$ cat config.mk
export PLATFORM = sky130hd
export DESIGN_NAME = lsu_unit_flat
export DESIGN_NICKNAME = d
export VERILOG_FILES = /design/src/rtl/lsu_unit_if.sv /design/src/rtl/lsu_unit.sv /design/src/flat_wrapper.sv
export SDC_FILE = /design/constraint.sdc
export NUM_CORES = 1
export LEC_CHECK = 0
export BUFFER_PORTS_ARGS = -buffer_cell sky130_fd_sc_hd__buf_2
export CAP_MARGIN = 20
export CORE_MARGIN = 4
export CORE_UTILIZATION = 50
export CTS_CLUSTER_DIAMETER = 80
export DETAILED_ROUTE_END_ITERATION = 8
export PLACE_DENSITY = 0.89
export SYNTH_ARGS = -nofsm -noshare
export SYNTH_HDL_FRONTEND = slang
export SYNTH_SLANG_ARGS = --single-unit
$ cat constraint.sdc
create_clock -name clk -period 2.95 [get_ports clk]
set_input_delay 0.4425 -clock clk [delete_from_list [all_inputs] [get_ports clk]]
set_output_delay 0.4425 -clock clk [all_outputs]
set_load 0.03 [all_outputs]
$ cat src/rtl/lsu_unit_if.sv
// lsu_unit_if: data-memory req/gnt/rvalid bus between the load/store unit and memory
interface lsu_unit_if #(parameter int XLEN = 32);
  logic req;
  logic we;
  logic [XLEN-1:0] addr;
  logic [XLEN-1:0] wdata;
  logic [XLEN/8-1:0] wstrb;
  logic gnt;
  logic rvalid;
  logic [XLEN-1:0] rdata;
  modport master (output req, we, addr, wdata, wstrb, input gnt, rvalid, rdata);
  modport slave (input req, we, addr, wdata, wstrb, output gnt, rvalid, rdata);
endinterface

$ cat src/rtl/lsu_unit.sv
// lsu_unit: execute-stage load/store unit driving one req/gnt/rvalid memory transaction per instruction
module lsu_unit #(parameter int XLEN = 32) (
  input  logic            clk,
  input  logic            rst_n,
  input  logic            lsu_valid_i,
  input  logic            is_load_i,
  input  logic            is_store_i,
  input  logic [2:0]      funct3_i,
  input  logic [XLEN-1:0] addr_i,
  input  logic [XLEN-1:0] wdata_i,
  input  logic            flush_i,
  lsu_unit_if.master      mem,
  output logic            stall_o,
  output logic            done_o,
  output logic [XLEN-1:0] load_data_o,
  output logic            err_o,
  output logic [1:0]      err_cause_o,
  output logic [XLEN-1:0] err_addr_o
);
  typedef enum logic [1:0] {IDLE, REQ, RSP, DONE} state_t;
  state_t state;
  logic start, legal, misaligned, ok, flushed;
  logic [1:0] off;
  logic [2:0] f3;
  logic [7:0] rbyte;
  logic [15:0] rhalf;
  logic [31:0] rext, wdata_n;
  logic [3:0] wstrb_n;
  always_comb begin
    start = lsu_valid_i & (is_load_i | is_store_i) & ~flush_i;
    legal = funct3_i[1:0] != 2'b11 && (is_load_i ? !(funct3_i[2] && funct3_i[1]) : !funct3_i[2]);
    misaligned = (funct3_i[1:0] == 2'b01 && addr_i[0]) || (funct3_i[1:0] == 2'b10 && addr_i[1:0] != 2'b00);
    ok = legal & ~misaligned;
    stall_o = (state == IDLE && start && ok) || state == REQ || state == RSP;
    wdata_n = funct3_i[1:0] == 2'b00 ? {4{wdata_i[7:0]}} : funct3_i[1:0] == 2'b01 ? {2{wdata_i[15:0]}} : wdata_i;
    wstrb_n = funct3_i[1:0] == 2'b00 ? 4'b0001 << addr_i[1:0] : funct3_i[1:0] == 2'b01 ? 4'b0011 << addr_i[1:0] : 4'b1111;
    rbyte = mem.rdata[{off, 3'b000} +: 8];
    rhalf = mem.rdata[{off[1], 4'b0000} +: 16];
    rext = f3[1:0] == 2'b00 ? {{24{~f3[2] & rbyte[7]}}, rbyte}
         : f3[1:0] == 2'b01 ? {{16{~f3[2] & rhalf[15]}}, rhalf} : mem.rdata;
  end
  // A flush that lands after the grant lets the bus finish but suppresses done_o
  always_ff @(posedge clk or negedge rst_n)
    if (!rst_n) begin
      state <= IDLE;
      mem.req <= 1'b0;
      mem.we <= 1'b0;
      mem.addr <= '0;
      mem.wdata <= '0;
      mem.wstrb <= '0;
      done_o <= 1'b0;
      load_data_o <= '0;
      err_o <= 1'b0;
      err_cause_o <= 2'b00;
      err_addr_o <= '0;
      off <= 2'b00;
      f3 <= 3'b000;
      flushed <= 1'b0;
    end else begin
      done_o <= 1'b0;
      err_o <= 1'b0;
      case (state)
        IDLE:
          if (start && ok) begin
            mem.req <= 1'b1;
            mem.we <= ~is_load_i;
            mem.addr <= {addr_i[31:2], 2'b00};
            mem.wdata <= is_load_i ? '0 : wdata_n;
            mem.wstrb <= is_load_i ? 4'b0000 : wstrb_n;
            off <= addr_i[1:0];
            f3 <= funct3_i;
            flushed <= 1'b0;
            state <= REQ;
          end else if (start) begin
            err_o <= 1'b1;
            err_cause_o <= !legal ? 2'b11 : is_load_i ? 2'b01 : 2'b10;
            err_addr_o <= addr_i;
          end
        REQ:
          if (mem.gnt) begin
            mem.req <= 1'b0;
            if (mem.we) begin
              done_o <= ~flush_i;
              load_data_o <= '0;
              state <= flush_i ? IDLE : DONE;
            end else begin
              flushed <= flush_i;
              state <= RSP;
            end
          end else if (flush_i) begin
            mem.req <= 1'b0;
            state <= IDLE;
          end
        RSP: begin
          flushed <= flushed | flush_i;
          if (mem.rvalid) begin
            load_data_o <= rext;
            done_o <= ~(flushed | flush_i);
            state <= (flushed | flush_i) ? IDLE : DONE;
          end
        end
        DONE: state <= IDLE;
      endcase
    end
endmodule

$ cat src/flat_wrapper.sv
// flat-port wrapper written by rule: the top's interface ports become plain ports
module lsu_unit_flat 
#(parameter int XLEN = 32)
  (clk, rst_n, lsu_valid_i, is_load_i, is_store_i, funct3_i, addr_i, wdata_i, flush_i, stall_o, done_o, load_data_o, err_o, err_cause_o, err_addr_o, mem_req, mem_we, mem_addr, mem_wdata, mem_wstrb, mem_gnt, mem_rvalid, mem_rdata);
  lsu_unit_if #(.XLEN(XLEN)) mem_i ();
  input  logic clk;
  input  logic rst_n;
  input  logic lsu_valid_i;
  input  logic is_load_i;
  input  logic is_store_i;
  input  logic [2:0] funct3_i;
  input  logic [XLEN-1:0] addr_i;
  input  logic [XLEN-1:0] wdata_i;
  input  logic flush_i;
  output logic stall_o;
  output logic done_o;
  output logic [XLEN-1:0] load_data_o;
  output logic err_o;
  output logic [1:0] err_cause_o;
  output logic [XLEN-1:0] err_addr_o;
  output wire logic [$bits(mem_i.req)-1:0] mem_req;
  output wire logic [$bits(mem_i.we)-1:0] mem_we;
  output wire logic [$bits(mem_i.addr)-1:0] mem_addr;
  output wire logic [$bits(mem_i.wdata)-1:0] mem_wdata;
  output wire logic [$bits(mem_i.wstrb)-1:0] mem_wstrb;
  input wire logic [$bits(mem_i.gnt)-1:0] mem_gnt;
  input wire logic [$bits(mem_i.rvalid)-1:0] mem_rvalid;
  input wire logic [$bits(mem_i.rdata)-1:0] mem_rdata;
  assign mem_req = mem_i.req;
  assign mem_we = mem_i.we;
  assign mem_addr = mem_i.addr;
  assign mem_wdata = mem_i.wdata;
  assign mem_wstrb = mem_i.wstrb;
  assign mem_i.gnt = mem_gnt;
  assign mem_i.rvalid = mem_rvalid;
  assign mem_i.rdata = mem_rdata;
  lsu_unit #(.XLEN(XLEN)) u_core (.clk(clk), .rst_n(rst_n), .lsu_valid_i(lsu_valid_i), .is_load_i(is_load_i), .is_store_i(is_store_i), .funct3_i(funct3_i), .addr_i(addr_i), .wdata_i(wdata_i), .flush_i(flush_i), .mem(mem_i), .stall_o(stall_o), .done_o(done_o), .load_data_o(load_data_o), .err_o(err_o), .err_cause_o(err_cause_o), .err_addr_o(err_addr_o));
endmodule
==> summary.md, run 1 <==
| Metric | Value |
|---|---|
| Outcome | `finished clean` |
| Finish-stage setup viols | `0` |
| Most frequently used cell type in the post-synthesis netlist | `sky130_fd_sc_hd__dfrtp_1` |
| Drt first pass iters | `5` |
| Flops & latches, synth | `144` |
| Number of setup buffers added after CTS | `0` |
| I/O pin total | `246` |
| Die boundary height | `124.3 µm` |
| Share of layout cells above drive strength 1 | `46.72%` |
| Post-Place Worst Slack | `561.7 ps` |
| Leading post-synthesis cells by cell area | `sky130_fd_sc_hd__dfrtp_1, sky130_fd_sc_hd__mux2_2, sky130_fd_sc_hd__mux2_1` |
| Endpoint required time on the critical path | `2510 ps` |
| Insertion delay of the later-clocked pin in the worst-skew pair | `410 ps` |
| Horizontal die dimension | `124.3 µm` |
| Path type of the worst setup path | `reg -> out` |
| Sequential fraction of the synthesis area | `53.24%` |
| Initial standard-cell utilization of the core | `51.11%` |
| Max-Cap Viols | `0` |
| Post-synthesis instance total | `561` |
| Count of routing violations after the opening detailed-route iteration | `494` |
| Share of the synthesized area in the top cell type | `53.24%` |
| Number of H-tree levels | `4` |
| Slew @ Worst Pin | `1019 ps` |
| Site Rows | `42` |
| Number of antenna violations at the first check in global routing | `0` |
| Synthesis Warnings | `0` |
| Maximum operating frequency | `425.4 MHz` |
| Max Fanout on Critical Path | `3` |
| Clock-pin slew of the registers on the worst-case setup and hold paths | `60 ps` |
| Count of flip-flops with a built-in enable after synthesis | `0` |
| Resize count post-CTS | `0` |
| Final weighted congestion in routability-driven placement | `0.8834` |
| Setup TNS | `0 ps` |
| Pin count of the biggest net entering global routing | `71` |
| Path category of the worst min-delay check | `in -> reg` |
| Final Slew Violations | `0` |
| Skew final | `5.846 ps` |
| Largest area contributor in the synthesized netlist | `sky130_fd_sc_hd__dfrtp_1` |
| Clock buffers created by TritonCTS | `17` |
| Final hold viol count | `0` |
| Leftover overflow at the end of global routing | `0` |
| Clock tree from TritonCTS | `built` |
| Clock period minus worst slack | `2351 ps` |
| Area of the die | `0.01546 mm²` |
| Final routed wirelength across all metal layers | `18060 µm` |
| Worst ir drop on vdd | `0.6926 mV` |
| Clock Root Buffer | `sky130_fd_sc_hd__clkbuf_16` |
| Layout Nets | `911` |
| PortBufs | `243` |
| Slew margin rel. | `31.80%` |
| Diodes inserted | `0` |
| Final period util | `79.69%` |
| Most instantiated cells after synthesis | `sky130_fd_sc_hd__dfrtp_1, sky130_fd_sc_hd__mux2_2, sky130_fd_sc_hd__nand2_1` |
| CP Capture Type | `primary output` |
| WHS | `262.7 ps` |
| Power per standard cell area | `1169 mW/mm²` |
| P_leak | `4.492 nW` |
| Unrepaired setup endpoints after global routing | `no` |
| Synth Cell Area | `0.006768 mm²` |
| Synth unique cells | `46` |
| Layout-stage area growth over the synthesis result | `30.04%` |
| TritonCTS sink count | `144` |
| All-Layer GR Usage | `23.17%` |
| Worst-case clock buffer depth | `2` |
| First-pass GRT wire length | `28950 µm` |
| Least setup slack across all paths after layout | `599.2 ps` |
| Arrival time at the worst endpoint | `1910 ps` |
| Routed vias/inst | `5.579` |
| Antenna-violating nets left | `0` |
| DRC | `0` |
| Routed len/inst | `18.34 µm` |
| Prevailing post-synth register cell | `sky130_fd_sc_hd__dfrtp_1` |
| Final HPWL from detailed placement | `13160 µm` |
| Detailed-route via count | `5495` |
| Async set-or-reset flop fraction in the synthesized netlist | `100.0%` |
| Synthesized area per cell | `12.06 µm²` |
| Number of global-route vias before repair | `5505` |
| Critical path launch point type | `flip-flop` |
| Core outline area | `0.01324 mm²` |
==> path summary, 6_finish.rpt <==
check                                             startpoint                            endpoint  slack, ps  cells past startpoint
min in group asynchronous                              rst_n     u_core.mem.wdata[9]$_DFFE_PN0P_        560                      2
hold reg to reg            u_core.load_data_o[3]$_DFFE_PN0P_   u_core.load_data_o[3]$_DFFE_PN0P_        480                      2
setup / recovery                 u_core.state[1]$_DFFE_PN0P_                             stall_o        600                      6
setup reg to reg                 u_core.state[1]$_DFFE_PN0P_  u_core.load_data_o[25]$_DFFE_PN0P_        820                      7
hold / removal                                    addr_i[23]   u_core.err_addr_o[23]$_DFFE_PN0P_        260                      2
max in group asynchronous                              rst_n   u_core.load_data_o[4]$_DFFE_PN0P_       1670                      3
==> what timing repair did <==
action,4_1_cts,5_1_grt
endpoints found under the setup margin,0,0
endpoints found under the hold margin,6,0
hold buffers,1,0
==> flip-flops by register name, indices dropped and copies added (netlist names) <==
signal / count
u_core.mem.wstrb: 4
u_core.off: 2
u_core.load_data_o: 32
u_core.done_o: 1
u_core.mem.we: 1
u_core.mem.wdata: 32
u_core.mem.req: 1
u_core.err_o: 1
u_core.f3: 3
u_core.flushed: 1
u_core.state: 2
u_core.err_addr_o: 32
u_core.mem.addr: 30
u_core.err_cause_o: 2
==> per-stage QoR <==
| step | utilization, % | cell area, µm² | total power, mW | std cells |
|---|---|---|---|---|
| 3_3_place_gp | 61.07 | 8088 | 7.658 | 951 |
| 5_1_grt | 66.46 | 8801 | 10.79 | 985 |
| 2_1_floorplan | - | 6771 | 6.442 | 562 |
| 4_1_cts | 66.25 | 8773 | 10.29 | 984 |
| 3_5_place_dp | 61.07 | 8088 | 7.798 | 951 |
| 6_report | 66.46 | 8801 | 10.29 | 985 |
==> kinds of logic (layout without fill, tap and decap cells) <==
group                      count (synthesis)  in the layout  share of synthesized area [%]
DFF                                      144            144                          53.24
muxes                                    123            123                          21.30
and+or+nand+nor                          116            116                          8.301
AOI/OAI and AO/OA                        110            110                          10.85
buffers and inverters                     59            306                          4.770
adders and majority gates                  8              8                          1.479
other                                      1              2                        0.05541
==> placed cells by master, fill, tap and decap left out, types with 2 or more instances in the layout <==
cell,instances
sky130_fd_sc_hd__a211o_1,7
sky130_fd_sc_hd__clkinv_4,2
sky130_fd_sc_hd__dfrtp_1,144
sky130_fd_sc_hd__conb_1,2
sky130_fd_sc_hd__inv_6,2
sky130_fd_sc_hd__mux2i_1,21
sky130_fd_sc_hd__and2_1,2
sky130_fd_sc_hd__a32o_1,2
sky130_fd_sc_hd__a21oi_1,33
sky130_fd_sc_hd__mux2_2,74
sky130_fd_sc_hd__o31ai_1,8
sky130_fd_sc_hd__inv_1,18
sky130_fd_sc_hd__clkinv_2,2
sky130_fd_sc_hd__o21ai_0,33
sky130_fd_sc_hd__nand2_1,41
sky130_fd_sc_hd__buf_12,3
sky130_fd_sc_hd__ha_1,8
sky130_fd_sc_hd__buf_2,242
sky130_fd_sc_hd__nand2b_1,3
sky130_fd_sc_hd__buf_4,7
sky130_fd_sc_hd__mux2_1,20
sky130_fd_sc_hd__mux4_2,7
sky130_fd_sc_hd__a221o_1,16
sky130_fd_sc_hd__nor3_1,14
sky130_fd_sc_hd__nor2_1,34
sky130_fd_sc_hd__a31oi_1,2
sky130_fd_sc_hd__nor2b_1,2
sky130_fd_sc_hd__bufinv_16,6
sky130_fd_sc_hd__clkbuf_16,17
sky130_fd_sc_hd__nor4b_4,2
sky130_fd_sc_hd__nand3_1,10
==> critical path, stage by stage, from the launching register on <==
cell and delay (ps):
sky130_fd_sc_hd__dfrtp_1 400, sky130_fd_sc_hd__inv_1 100, sky130_fd_sc_hd__ha_1 210, sky130_fd_sc_hd__inv_1 130, sky130_fd_sc_hd__nor3_4 310, sky130_fd_sc_hd__or2b_1 150, sky130_fd_sc_hd__buf_2 190
==> metal layers <==
metal / GRT usage (%) / part of all wire, %
met4: 8.962 / 2.9
met5: 0 / 0
met2: 36.96 / 49
met1: 29.43 / 40
met3: 7.590 / 8.0
==> where the power goes <==
group	internal [mW]	total, mW	switching (mW)
sequential	2.83	3.38	0.556
combinational	1.53	4.47	2.94
clock	1.61	2.44	0.828
==> final cells by class <==
class                      count  area [µm²]
timing repair buffer         255        1373
fill                        1020        4442
sequential                   144        3603
tap                          176       220.2
inverter                      19       71.32
multi-input combinational    359        2858
clock inverter                13       232.7
clock buffer                  19       442.9
Note: power is estimated with default switching activity, not from simulation.
==> run 2: changes to the inputs <==
Settings changed: CORE_UTILIZATION 50 to 45, PLACE_DENSITY 0.89 to 0.85.
Clock period 2.95 ns to 2.15 ns, I/O delays scaled along.
==> summary.md, run 2 (same netlist as run 1, synthesis figures left out) <==
| Metric | Value |
|---|---|
| Outcome | `finished clean` |
| Final period util | `95.81%` |
| Clock tree from TritonCTS | `built` |
| End point of the critical path | `stall_o` |
| Count of routing violations after the opening detailed-route iteration | `527 (+6.7%)` |
| Post-Place Worst Slack | `-30.56 ps (-592.3 ps)` |
| Metal2 WL | `8914 µm (+1.2%)` |
| Finish-stage setup viols | `0 (unchanged)` |
| Slew @ Worst Pin | `545.4 ps (-473.9 ps)` |
| Final weighted congestion in routability-driven placement | `0.8561 (-3.1%)` |
| Worst reg-to-reg path cell count | `6 (-1)` |
| Critical path launch point type | `flip-flop` |
| TritonCTS sink count | `144 (unchanged)` |
| Number of H-tree levels | `4 (unchanged)` |
| PortBufs | `243 (unchanged)` |
| Antenna-violating nets left | `0 (unchanged)` |
| Power per standard cell area | `1558 mW/mm² (+33%)` |
| Max Fanout on Critical Path | `8 (+5)` |
| Least setup slack across all paths after layout | `89.99 ps (-509.2 ps)` |
| Worst Setup SP | `u_core.state[1]$_DFFE_PN0P_` |
| Endpoint required time on the critical path | `1830 ps (-680 ps)` |
| Number of fill cells | `1180 (+16%)` |
| DRC | `0 (unchanged)` |
| Skew final | `5.641 ps (-0.2055 ps)` |
| All-Layer GR Usage | `21.46% (-1.7 points)` |
| Final hold viol count | `0 (unchanged)` |
| I/O pin total | `246 (unchanged)` |
| Routed vias/inst | `5.356 (-4.0%)` |
| Ordered list of cells on the worst path | `inv_1 -> ha_2 -> nor2_2 -> or2b_1 -> buf_2` |
| Commonest non-fill, non-tap cells in the layout | `sky130_fd_sc_hd__buf_2, sky130_fd_sc_hd__dfrtp_1, sky130_fd_sc_hd__mux2_2` |
| Fin util | `60.61% (-5.8 points)` |
| First-pass GRT wire length | `28660 µm (-1.0%)` |
| Share of layout cells above drive strength 1 | `48.12% (+1.4 points)` |
| Clock period minus worst slack | `2060 ps` |
| Clock buffers created by TritonCTS | `17 (unchanged)` |
| Clock Root Buffer | `sky130_fd_sc_hd__clkbuf_16` |
| Insertion delay of the later-clocked pin in the worst-skew pair | `410 ps (about the same)` |
| Die boundary height | `130.6 µm (+5.1%)` |
| Routed len/inst | `17.83 µm (-2.8%)` |
| Maximum operating frequency | `485.4 MHz` |
| Registers with the highest flip-flop counts | `u_core.err_addr_o: 32 flops, u_core.load_data_o: 32 flops, u_core.mem.wdata: 32 flops` |
| Reg-to-Reg Start | `u_core.state[1]$_DFFE_PN0P_` |
| Total buffers and inverters traversed by the critical path | `2 (-1)` |
| Number of global-route vias before repair | `5554 (+0.89%)` |
| Drt first pass iters | `6 (+1)` |
| Final routed wirelength across all metal layers | `17990 µm (-0.40%)` |
| Final Slew Violations | `0 (unchanged)` |
| Total chip power | `13.83 mW (+34%)` |
| P_leak | `4.529 nW (+0.81%)` |
| Site Rows | `44 (+4.8%)` |
| R2R Path End | `u_core.load_data_o[29]$_DFFE_PN0P_` |
| Most common cell after layout, fill and taps aside | `sky130_fd_sc_hd__buf_2` |
| Critical-path cell with the highest stage delay | `sky130_fd_sc_hd__dfrtp_1` |
| Worst ir drop on vdd | `1.011 mV (+46%)` |
| Arrival time at the worst endpoint | `1740 ps (-170 ps)` |
| CP Depth | `5 (-1)` |
| Detailed-route via count | `5404 (-1.7%)` |
| Initial standard-cell utilization of the core | `46.21% (-4.9 points)` |
| Leftover overflow at the end of global routing | `0 (unchanged)` |
| CP Capture Type | `primary output` |
| Worst-case clock buffer depth | `2 (unchanged)` |
| Horizontal die dimension | `130.6 µm (+5.1%)` |
| Layout-stage area growth over the synthesis result | `31.15%` |
| Pin count of the biggest net entering global routing | `49 (-31%)` |
| Final HPWL from detailed placement | `13400 µm (+1.8%)` |
| Diodes inserted | `0 (unchanged)` |
| Highest cell delay on the worst timing path | `370 ps (-30 ps)` |
| Layout Nets | `927 (+1.8%)` |
| Max-Cap Viols | `0 (unchanged)` |
| WL met1 | `7137 µm (-2.1%)` |
| Uppermost metal layer occupied by signal nets | `met4` |
| Slew margin rel. | `63.64% (+32 points)` |
| Core outline area | `0.01464 mm² (+11%)` |
| Path type of the worst setup path | `reg -> out` |
| Clock-pin slew of the registers on the worst-case setup and hold paths | `60 ps (about the same)` |
| Path category of the worst min-delay check | `in -> reg` |
| Unrepaired setup endpoints after global routing | `no` |
| Area of the die | `0.01707 mm² (+10%)` |
| Routed met3 length | `1430 µm (-0.90%)` |
| Number of antenna violations at the first check in global routing | `0 (unchanged)` |
| Cell class contributing the biggest share of worst-path delay | `simple AND/OR/NAND/NOR gates` |
| R2R Setup Slk | `190 ps (-630 ps)` |
==> run 2: stage by stage <==
step	setup TNS (ps)	instances	instance area, µm²	hold WS, ps
finish	0	1009	8876	133.0
global route	0	1009	8876	127.9
CTS	0	1008	8862	114.5
detailed placement	-486.5	974	8235	291.2
global placement	0	974	8235	291.7
floorplan	0	562	6771	26.91
==> run 2: cell type report <==
type | count | area (µm²) | share of cell area [%]
inverters | 19 | 71.32 | 0.8035
well taps | 184 | 230.2 | 2.594
repair buffers | 271 | 1498 | 16.87
clock inverters | 11 | 156.4 | 1.762
flip-flops and latches | 144 | 3603 | 40.60
clock buffers | 21 | 450.4 | 5.075
multi-input cells | 359 | 2867 | 32.29
==> run 2: timing repair <==
action	CTS	global route
endpoints found under the setup margin	1	23
gates resized for setup	2	3
cloned	0	0
buffers inserted	1	1
hold endpoints to repair	45	0
pin swaps	1	1
hold buffers	1	0
==> run 2: worst min path at each step <==
stage / depth (start not counted) / end / startpoint
after floorplan: 0 / u_core.done_o$_DFF_PN0_ / rst_n
after global placement: 1 / u_core.mem.wdata[17]$_DFFE_PN0P_ / rst_n
after detailed placement: 1 / u_core.mem.wdata[17]$_DFFE_PN0P_ / rst_n
after CTS: 2 / u_core.err_addr_o[30]$_DFFE_PN0P_ / addr_i[30]
after global routing: 2 / u_core.err_addr_o[26]$_DFFE_PN0P_ / addr_i[26]
final: 2 / u_core.err_addr_o[30]$_DFFE_PN0P_ / addr_i[30]
==> run 2: layer usage <==
layer / up-vias / track usage, %
li1: 2522 / -
met1: 2596 / 26.74
met4: 0 / 8.469
met2: 242 / 35.30
met3: 44 / 6.341
met5: - / 0
==> run 2: power breakdown <==
part | leakage, nW | switching, mW | internal (mW) | total [mW]
registers | 1.83 | 0.722 | 3.88 | 4.60
logic | 2.41 | 4.04 | 2.18 | 6.22
clock network | 0.284 | 1.14 | 1.87 | 3.01
